`src/rtl/odyssey_pot_filter_if.sv`:
```
// Joystick-axis in / spot-position out bundle between hps_io and the Odyssey core.
// The core-side conditioner is the slave; whoever supplies VSync and axes is the master.
interface odyssey_pot_filter_if;
    logic        vsync;
    logic        mode_rel;
    logic [63:0] axis_in;
    logic [63:0] pos_out;
    logic        pos_valid;
    logic        busy;

    modport master (
        output vsync, mode_rel, axis_in,
        input  pos_out, pos_valid, busy
    );

    modport slave (
        input  vsync, mode_rel, axis_in,
        output pos_out, pos_valid, busy
    );
endinterface

```
`src/rtl/odyssey_pot_filter.sv`:
```
// Per-frame analog axis conditioner: snapshot on VSync, then one axis per clock
// through a shared deadzone / slew-limit (absolute) or integrate (relative) datapath.
module odyssey_pot_filter #(
    parameter int DEADZONE  = 8,
    parameter int SLEW_MAX  = 6,
    parameter int REL_SHIFT = 4
) (
    input  logic                 clk,
    input  logic                 reset,
    odyssey_pot_filter_if.slave  bus
);

    localparam logic [1:0] ST_IDLE = 2'd0;
    localparam logic [1:0] ST_PROC = 2'd1;
    localparam logic [1:0] ST_DONE = 2'd2;

    localparam logic [8:0]        DZ_LIM   = 9'(DEADZONE);
    localparam logic signed [9:0] SLEW_LIM = 10'(SLEW_MAX);

    logic [1:0]  state_reg;
    logic [2:0]  idx_reg;
    logic [63:0] shadow_reg;
    logic        mode_reg;
    logic        vsync_prev_reg;
    logic        pos_valid_reg;
    logic        busy_reg;
    logic [7:0]  pos_reg [8];

    logic vsync_edge;
    assign vsync_edge = bus.vsync & ~vsync_prev_reg;

    // Shared datapath operating on axis idx_reg
    logic signed [7:0] axis_v;
    logic signed [8:0] axis_x;
    logic [8:0]        axis_mag;
    logic signed [7:0] axis_dz;
    logic [7:0]        cur_pos;
    logic [7:0]        target;
    logic signed [9:0] delta;
    logic signed [9:0] delta_lim;
    logic signed [9:0] abs_sum;
    logic signed [7:0] rel_step;
    logic signed [9:0] rel_sum;
    logic [7:0]        abs_new;
    logic [7:0]        rel_new;
    logic [7:0]        pos_new;

    assign axis_v   = $signed(shadow_reg[{idx_reg, 3'b000} +: 8]);
    assign axis_x   = {axis_v[7], axis_v};
    assign axis_mag = axis_v[7] ? 9'(-axis_x) : 9'(axis_x);
    assign axis_dz  = (axis_mag <= DZ_LIM) ? 8'sd0 : axis_v;
    assign cur_pos  = pos_reg[idx_reg];

    // Flipping the sign bit maps signed -128..127 onto unsigned 0..255
    assign target = {~axis_dz[7], axis_dz[6:0]};
    assign delta  = $signed({2'b00, target}) - $signed({2'b00, cur_pos});

    always_comb begin
        delta_lim = delta;
        if (SLEW_MAX != 0) begin
            if (delta > SLEW_LIM) begin
                delta_lim = SLEW_LIM;
            end else if (delta < -SLEW_LIM) begin
                delta_lim = -SLEW_LIM;
            end
        end
    end

    assign abs_sum = $signed({2'b00, cur_pos}) + delta_lim;
    assign abs_new = abs_sum[7:0];

    assign rel_step = axis_dz >>> REL_SHIFT;
    assign rel_sum  = $signed({2'b00, cur_pos}) + $signed({{2{rel_step[7]}}, rel_step});

    always_comb begin
        rel_new = rel_sum[7:0];
        if (rel_sum < 10'sd0) begin
            rel_new = 8'd0;
        end else if (rel_sum > 10'sd255) begin
            rel_new = 8'd255;
        end
    end

    assign pos_new = mode_reg ? rel_new : abs_new;

    always_ff @(posedge clk or posedge reset) begin
        if (reset) begin
            state_reg      <= ST_IDLE;
            idx_reg        <= 3'd0;
            shadow_reg     <= 64'd0;
            mode_reg       <= 1'b0;
            vsync_prev_reg <= 1'b0;
            pos_valid_reg  <= 1'b0;
            busy_reg       <= 1'b0;
            for (int i = 0; i < 8; i++) begin
                pos_reg[i] <= 8'd128;
            end
        end else begin
            vsync_prev_reg <= bus.vsync;
            pos_valid_reg  <= 1'b0;
            case (state_reg)
                ST_IDLE: begin
                    if (vsync_edge) begin
                        shadow_reg <= bus.axis_in;
                        mode_reg   <= bus.mode_rel;
                        idx_reg    <= 3'd0;
                        busy_reg   <= 1'b1;
                        state_reg  <= ST_PROC;
                    end
                end
                ST_PROC: begin
                    pos_reg[idx_reg] <= pos_new;
                    idx_reg          <= idx_reg + 3'd1;
                    if (idx_reg == 3'd7) begin
                        pos_valid_reg <= 1'b1;
                        state_reg     <= ST_DONE;
                    end
                end
                ST_DONE: begin
                    busy_reg  <= 1'b0;
                    state_reg <= ST_IDLE;
                end
                default: begin
                    state_reg <= ST_IDLE;
                end
            endcase
        end
    end

    generate
        for (genvar gi = 0; gi < 8; gi++) begin : g_pos_out
            assign bus.pos_out[gi*8 +: 8] = pos_reg[gi];
        end
    endgenerate

    assign bus.pos_valid = pos_valid_reg;
    assign bus.busy      = busy_reg;

endmodule

```
`src/flat_wrapper.sv`:
```
// flat-port wrapper written by rule: the top's interface ports become plain ports
module odyssey_pot_filter_flat 
#(
    parameter int DEADZONE  = 8,
    parameter int SLEW_MAX  = 6,
    parameter int REL_SHIFT = 4
)
  (clk, reset, bus_vsync, bus_mode_rel, bus_axis_in, bus_pos_out, bus_pos_valid, bus_busy);
  odyssey_pot_filter_if bus_i ();
  input  logic clk;
  input  logic reset;
  input wire logic [$bits(bus_i.vsync)-1:0] bus_vsync;
  input wire logic [$bits(bus_i.mode_rel)-1:0] bus_mode_rel;
  input wire logic [$bits(bus_i.axis_in)-1:0] bus_axis_in;
  output wire logic [$bits(bus_i.pos_out)-1:0] bus_pos_out;
  output wire logic [$bits(bus_i.pos_valid)-1:0] bus_pos_valid;
  output wire logic [$bits(bus_i.busy)-1:0] bus_busy;
  assign bus_i.vsync = bus_vsync;
  assign bus_i.mode_rel = bus_mode_rel;
  assign bus_i.axis_in = bus_axis_in;
  assign bus_pos_out = bus_i.pos_out;
  assign bus_pos_valid = bus_i.pos_valid;
  assign bus_busy = bus_i.busy;
  odyssey_pot_filter #(.DEADZONE(DEADZONE), .SLEW_MAX(SLEW_MAX), .REL_SHIFT(REL_SHIFT)) u_core (.clk(clk), .reset(reset), .bus(bus_i));
endmodule
```
`config.mk`:
```
export PLATFORM = sky130hd
export DESIGN_NAME = odyssey_pot_filter_flat
export DESIGN_NICKNAME = d
export VERILOG_FILES = /design/src/rtl/odyssey_pot_filter_if.sv /design/src/rtl/odyssey_pot_filter.sv /design/src/flat_wrapper.sv
export SDC_FILE = /design/constraint.sdc
export NUM_CORES = 1
export LEC_CHECK = 0
export BUFFER_PORTS_ARGS = -buffer_cell sky130_fd_sc_hd__buf_2
export CAP_MARGIN = 10
export CORE_MARGIN = 2
export CORE_UTILIZATION = 57
export DETAILED_ROUTE_END_ITERATION = 7
export GPL_ROUTABILITY_DRIVEN = 0
export PLACE_DENSITY = 0.81
export SLEW_MARGIN = 20
export SYNTH_ARGS = -nofsm -noshare
export SYNTH_HDL_FRONTEND = slang
export SYNTH_SLANG_ARGS = --single-unit
```
`constraint.sdc`:
```
create_clock -name clk -period 7.4 [get_ports clk]
set_input_delay 2.22 -clock clk [delete_from_list [all_inputs] [get_ports clk]]
set_output_delay 2.22 -clock clk [all_outputs]
set_load 0.01 [all_outputs]
```
# After elaboration in Yosys (flattened, before gate mapping)
# Index checks and enable logic that the tools add are counted.
[word_totals] regBits=137 input_bits=68 output_inout_bits=66 word_cells=67
[classes] addsub=5 order_cmp=7 eq_ne=5 n_shift=1 n_mux=22 bitwise_logic=4 n_reduce_logical=8
[op_table] operator="2-to-1 mux 8 bit" n=9
[op_table] operator="bitwise mux 64 bit" n=1
[op_table] operator="variable part select 64 x 7 -> 8 bit" n=1
[op_table] operator="binary-select mux 8 bit (select 3 bit)" n=1
[op_table] operator="demux 8 bit (select 3 bit)" n=1
[op_table] operator="adder 9 x 4 -> 10 bit" n=1
[op_table] operator="greater-than comparator 10 x 9 -> 1 bit, second input constant" n=1
[op_table] operator="< comparator 10 x 1 -> 1 bit, second input constant" n=1
[op_table] operator="greater-than comparator 9 x 4 -> 1 bit, second input constant" n=1
[op_table] operator="<= comparator 9 x 4 -> 1 bit, second input constant" n=1
[op_table] operator="< comparator 9 x 4 -> 1 bit, second input constant" n=1
[op_table] operator="2-to-1 mux 9 bit" n=1
[op_table] operator="negator 8 -> 9 bit" n=1
[op_table] operator="subtractor 8 x 8 -> 9 bit" n=1
[op_table] operator="adder 8 bit" n=1
[op_table] operator="AND reduction 2 bit" n=4
[op_table] operator="one-hot mux 3 bit (2 select lines)" n=1
[op_table] operator="greater-or-equal comparator 4 bit, second input constant" n=1
[op_table] operator="< comparator 4 x 1 -> 1 bit, second input constant" n=1
[op_table] operator="2-to-1 mux 2 bit" n=2
[op_table] operator="inequality test 2 x 1 -> 1 bit, second input constant" n=2
[op_table] operator="inverter 3 -> 4 bit" n=1
[op_table] operator="one-hot mux 2 bit (2 select lines)" n=1
[op_table] operator="nonzero test 2 bit" n=2
[op_table] operator="11 further kinds" n=14

# Logic depth before layout (Yosys ltp)
[logic_depth] word_depth=13 ltp_mapped=35 ltp_nobuf=32

# Least setup slack after synthesis
# No wires, ideal clock.
[synth_path] path_type="register to register" start="register u_core.idx_reg[0]" end="register u_core.pos_reg, in the netlist u_core.bus.pos_out[31]" setup_ps=82 arrival_time_ps=6538 t_required_ps=7318 slack_ps=780 path_stages_with_launch=32 path_buffers=5 period_less_slack_ps=6620 cell_sequence="dfrtp_1 > buf_4 > buf_6 > buf_6 > buf_2 > buf_1 > mux4_2 > mux2i_1 > ha_1 > nor2b_1 > o21ai_0 > nand2b_1 > a21o_1 > a2111oi_0 > nor3_1 > xor2_1 > nor4_1 > nand2_1 > a211o_1 > a21o_1 > ha_1 > a21o_1 > a21oi_1 > o21bai_1 > a21oi_1 > o21ai_0 > xnor2_1 > nor3_1 > nor2_1 > o22a_1 > o211ai_4 > mux2_2"
[synth_via] elab_chain_cells=13 elab_cells_between_ends=28 cone_classes="add/sub (4); order compare (7); shift (1); mux (13); bitwise (2); reduce/logical (1)"
[synth_lines] item="start: declaration" line_no="odyssey_pot_filter.sv:21" source="logic [2:0] idx_reg;"
[synth_lines] item="start signal: assignment" line_no="odyssey_pot_filter.sv:113" source="idx_reg <= idx_reg + 3'd1;"
[synth_lines] item="variable part select 64 x 7 -> 8 bit" line_no="odyssey_pot_filter.sv:48" source="assign axis_v = $signed(shadow_reg[{idx_reg, 3'b000} +: 8]);"
[synth_lines] item="negator 8 -> 9 bit" line_no="odyssey_pot_filter.sv:50" source="assign axis_mag = axis_v[7] ? 9'(-axis_x) : 9'(axis_x);"
[synth_lines] item="2-to-1 mux 9 bit" line_no="odyssey_pot_filter.sv:50"
[synth_lines] item="<= comparator 9 x 4 -> 1 bit" line_no="odyssey_pot_filter.sv:51" source="assign axis_dz = (axis_mag <= DZ_LIM) ? 8'sd0 : axis_v;"
[synth_lines] item="2-to-1 mux 8 bit" line_no="odyssey_pot_filter.sv:51"
[synth_lines] item="inverter 1 bit" line_no="odyssey_pot_filter.sv:55" source="assign target = {~axis_dz[7], axis_dz[6:0]};"
[synth_lines] item="subtractor 8 x 8 -> 9 bit" line_no="odyssey_pot_filter.sv:56" source="assign delta = $signed({2'b00, target}) - $signed({2'b00, cur_pos});"
[synth_lines] item="< comparator 9 x 4 -> 1 bit" line_no="odyssey_pot_filter.sv:63" source="end else if (delta < -SLEW_LIM) begin"
[synth_lines] item="2-to-1 mux 8 bit" line_no="odyssey_pot_filter.sv:63"
[synth_lines] item="2-to-1 mux 8 bit" line_no="odyssey_pot_filter.sv:61" source="if (delta > SLEW_LIM) begin"
[synth_lines] item="adder 8 bit" line_no="odyssey_pot_filter.sv:69" source="assign abs_sum = $signed({2'b00, cur_pos}) + delta_lim;"
[synth_lines] item="2-to-1 mux 8 bit" line_no="odyssey_pot_filter.sv:84" source="assign pos_new = mode_reg ? rel_new : abs_new;"
[synth_lines] item="bitwise mux 64 bit *" line_no="odyssey_pot_filter.sv:112" source="pos_reg[idx_reg] <= pos_new;"
[synth_lines] item="end signal: indexed assignment" line_no="odyssey_pot_filter.sv:112"
[synth_lines] item="end: declaration" line_no="odyssey_pot_filter.sv:27" source="logic [7:0] pos_reg [8];"
# Every way passes the cells marked *; elsewhere a longest branch is shown, timed or not. The select of a mux whose other input is x is not followed.
# A chain may end at the register's enable or synchronous reset.

# Final worst setup path
# Same ends and word-level chain as after synthesis.

==> flow_summary.yaml <==
detailed_routing:
  routed_wl_mm: 20.5
  wire_per_inst_um: 21.5
  drt-initial-drc-count: 421
  drt_first_pass_iters: 5
  vias_per_cell: 6.15
  num_vias: 5866
  antenna_left: 0
  drc: 0
logic_synthesis:
  syn_area_per_cell_um2: 12.3
  synth_seq_area_share_pct: 45.3
  synth_warnings: 0
  synth-edff-count: 0
  yosys.area_share.simple_pct: 7.90
  ys_seq_elements: 137
  syn_area_um2: 7590
  synthCells: 617
  async_reset_ff_share_pct: 100
  synth.top_cell.area_share_pct: 42.5
  synthAdderAreaFrac_pct: 5.41
  synthXorXnorAreaFrac_pct: 2.59
  syn_nets: 716
  yosysTopAreaCell: "dfrtp_1"
  synth_area_leaders: "dfrtp_1 43%, mux2_2 15%, mux4_2 5.9%"
  synth.distinct_cells: 64
  synth_top_family_by_area: "multiplexers"
  synth_compound_area_share_pct: 10.8
  synthMuxAreaShare_pct: 24.9
  synth-main-ff-cell: "dfrtp_1"
timing:
  fmax_ghz: 0.140
  tns_ps: 0
  tightestPinTransition_ps: 983
  period_share_pct: 96.4
  timing.hold.ws_ps: 479
  skew_ps: 7.31
  finalHoldViolations: 0
  relSlewSlack_pct: 34.2
  min_period_ps: 7130
  drv_slew: 0
  setup_viol: 0
worst_setup_path:
  r2r-start: "u_core.idx_reg[0]$_DFFE_PP0P_"
  critPathLaunch: "u_core.idx_reg[0]$_DFFE_PP0P_"
  slowest_delay_ps: 540
  worstPathArrival_ps: 7470
  crit_top_cell: "a21o_1"
  crit_fanout: 9
  cp-end-kind: "flip-flop"
  worstSetupPathType: "reg -> reg"
  cp-start-kind: "flip-flop"
  required_ps: 7740
  critPathSlowestCell: "dfrtp_4"
die:
  core.rowCount: 42
  fp.dieW_um: 119
  design.die.area_um2: 14300
  fp.coreArea_um2: 13100
  die_h_um: 119
  start_util_pct: 57.8
  io_pins: 134
placed_design:
  dp.cells: 916
  dp_hpwl_mm: 14.4
  numPortBuffers: 133
finish:
  num_antenna_cells: 0
  fin_cells: 954
  syn2layout_area_growth_pct: 21.2
  nets: 865
  drive_above_1_share_pct: 45.4
  final_util_pct: 70.0
hold_path:
  hold_start: "u_core.bus.busy$_DFFE_PP0P_"
  holdCritPathClass: "reg -> reg"
cts:
  insertion_delay_ps: 420
  clk_path_buf_depth: 2
  cts-root-buf: "clkbuf_16"
  clkSinkCount: 137
  cts_made_buffers: 17
  tritoncts: "built"
  htree_levels: 4
  path_clk_slew_ps: 60
global_routing:
  grt_pass1_wl_mm: 32.6
  grt_max_degree: 73
  grt_usage_pct: 29.7
  antenna_found_initial: 0
  grt_overflow_total: 0
  grt_pass1_vias: 6193
status:
  status: "finished, final reports clean"
job:
  drv_cap: 0
-- layer usage --
| metal | wire, um | vias to the layer above | track usage (%) |
|---|---|---|---|
| met5 | 0 | - | 0 |
| met4 | 810 | 0 | 13.2 |
| met2 | 10300 | 274 | 49.1 |
| met3 | 1380 | 73 | 6.94 |
| met1 | 8010 | 2970 | 37.4 |
| li1 | - | 2549 | - |
-- layout by cell type (no fill, tap or decap), types with 9 or more instances in the layout --
master     count
buf_4         27
o21ai_1       14
nand2_1       33
a21oi_1       33
mux4_2        20
mux2_2       102
xnor2_1       10
nor2_1        42
buf_2        133
nor3_1         9
dfrtp_1      127
a21o_1        10
inv_1         16
mux2i_1       25
ha_1          28
clkbuf_16     17
-- metrics by stage --
stage / setup slack [ps] / instance area, um^2
2_1_floorplan: 780 / 7590
3_3_place_gp: 634 / 8460
3_5_place_dp: 306 / 8460
4_1_cts: 183 / 9100
5_1_grt: -86.2 / 9200
6_report: 269 / 9200
-- critical path, delay by kind of cell, from the launching register on --
family,cells,cell delay (ps)
and+or+nand+nor,8,1230
AOI/OAI and AO/OA,15,2930
xor gates and xnor gates,1,310
adders and majority gates,3,830
DFF,1,540
buffers and inverters,4,640
muxes,3,560
-- cell usage after synthesis, types with 4 or more instances --
cell type  number
nor2b_1         5
a21oi_1        36
ha_1           28
buf_6           5
a22oi_1         8
mux4_2         20
xor2_1          8
o211ai_1        5
o21ai_0         8
o21ai_1        14
mux2i_1        27
a21o_1         10
mux2_2        102
nand2_1        33
xnor2_1        10
nor2_1         42
buf_1           4
inv_1          17
dfstp_2         8
clkbuf_1       18
o21bai_1        6
nor3_1          9
dfrtp_1       129
-- cell type report --
type / count / area (um^2)
fill: 915 / 3940
multi-input combinational: 433 / 3960
inverter: 17 / 66.3
tap: 176 / 220
sequential: 137 / 3440
timing repair buffer: 160 / 868
clock buffer: 19 / 443
clock inverter: 12 / 199
-- cells by family (layout without fill, tap and decap cells) --
logic type / after synthesis / in the layout
adder cells (fa/ha/maj): 31 / 31
XOR/XNOR: 20 / 20
multiplexers: 150 / 150
flip-flops: 137 / 137
AO/OA/AOI/OAI: 109 / 109
buffers and inverters: 47 / 208
AND/OR/NAND/NOR: 123 / 123
-- worst paths after layout --
| kind | to | slack, ps | depth (start not counted) |
|---|---|---|---|
| setup / recovery | u_core.bus.pos_out[31]$_DFFE_PP1P_ | 270 | 34 |
| hold / removal | u_core.bus.busy$_DFFE_PP0P_ | 480 | 1 |
| setup reg to reg | u_core.bus.pos_out[31]$_DFFE_PP1P_ | 270 | 34 |
| hold reg to reg | u_core.bus.busy$_DFFE_PP0P_ | 480 | 1 |
| max in group asynchronous | u_core.bus.pos_out[14]$_DFFE_PP0P_ | 4060 | 3 |
| min in group asynchronous | u_core.shadow_reg[1]$_DFFE_PP0P_ | 1970 | 2 |
-- repair_timing --
action / CTS / global route
resized for setup: 0 / 12
endpoints found under the setup margin: 0 / 24
hold buffers: 0 / 0
setup buffers: 0 / 7
Power is not shown: default switching activity piles up to over one toggle a cycle in this logic, so the estimate is an artifact.
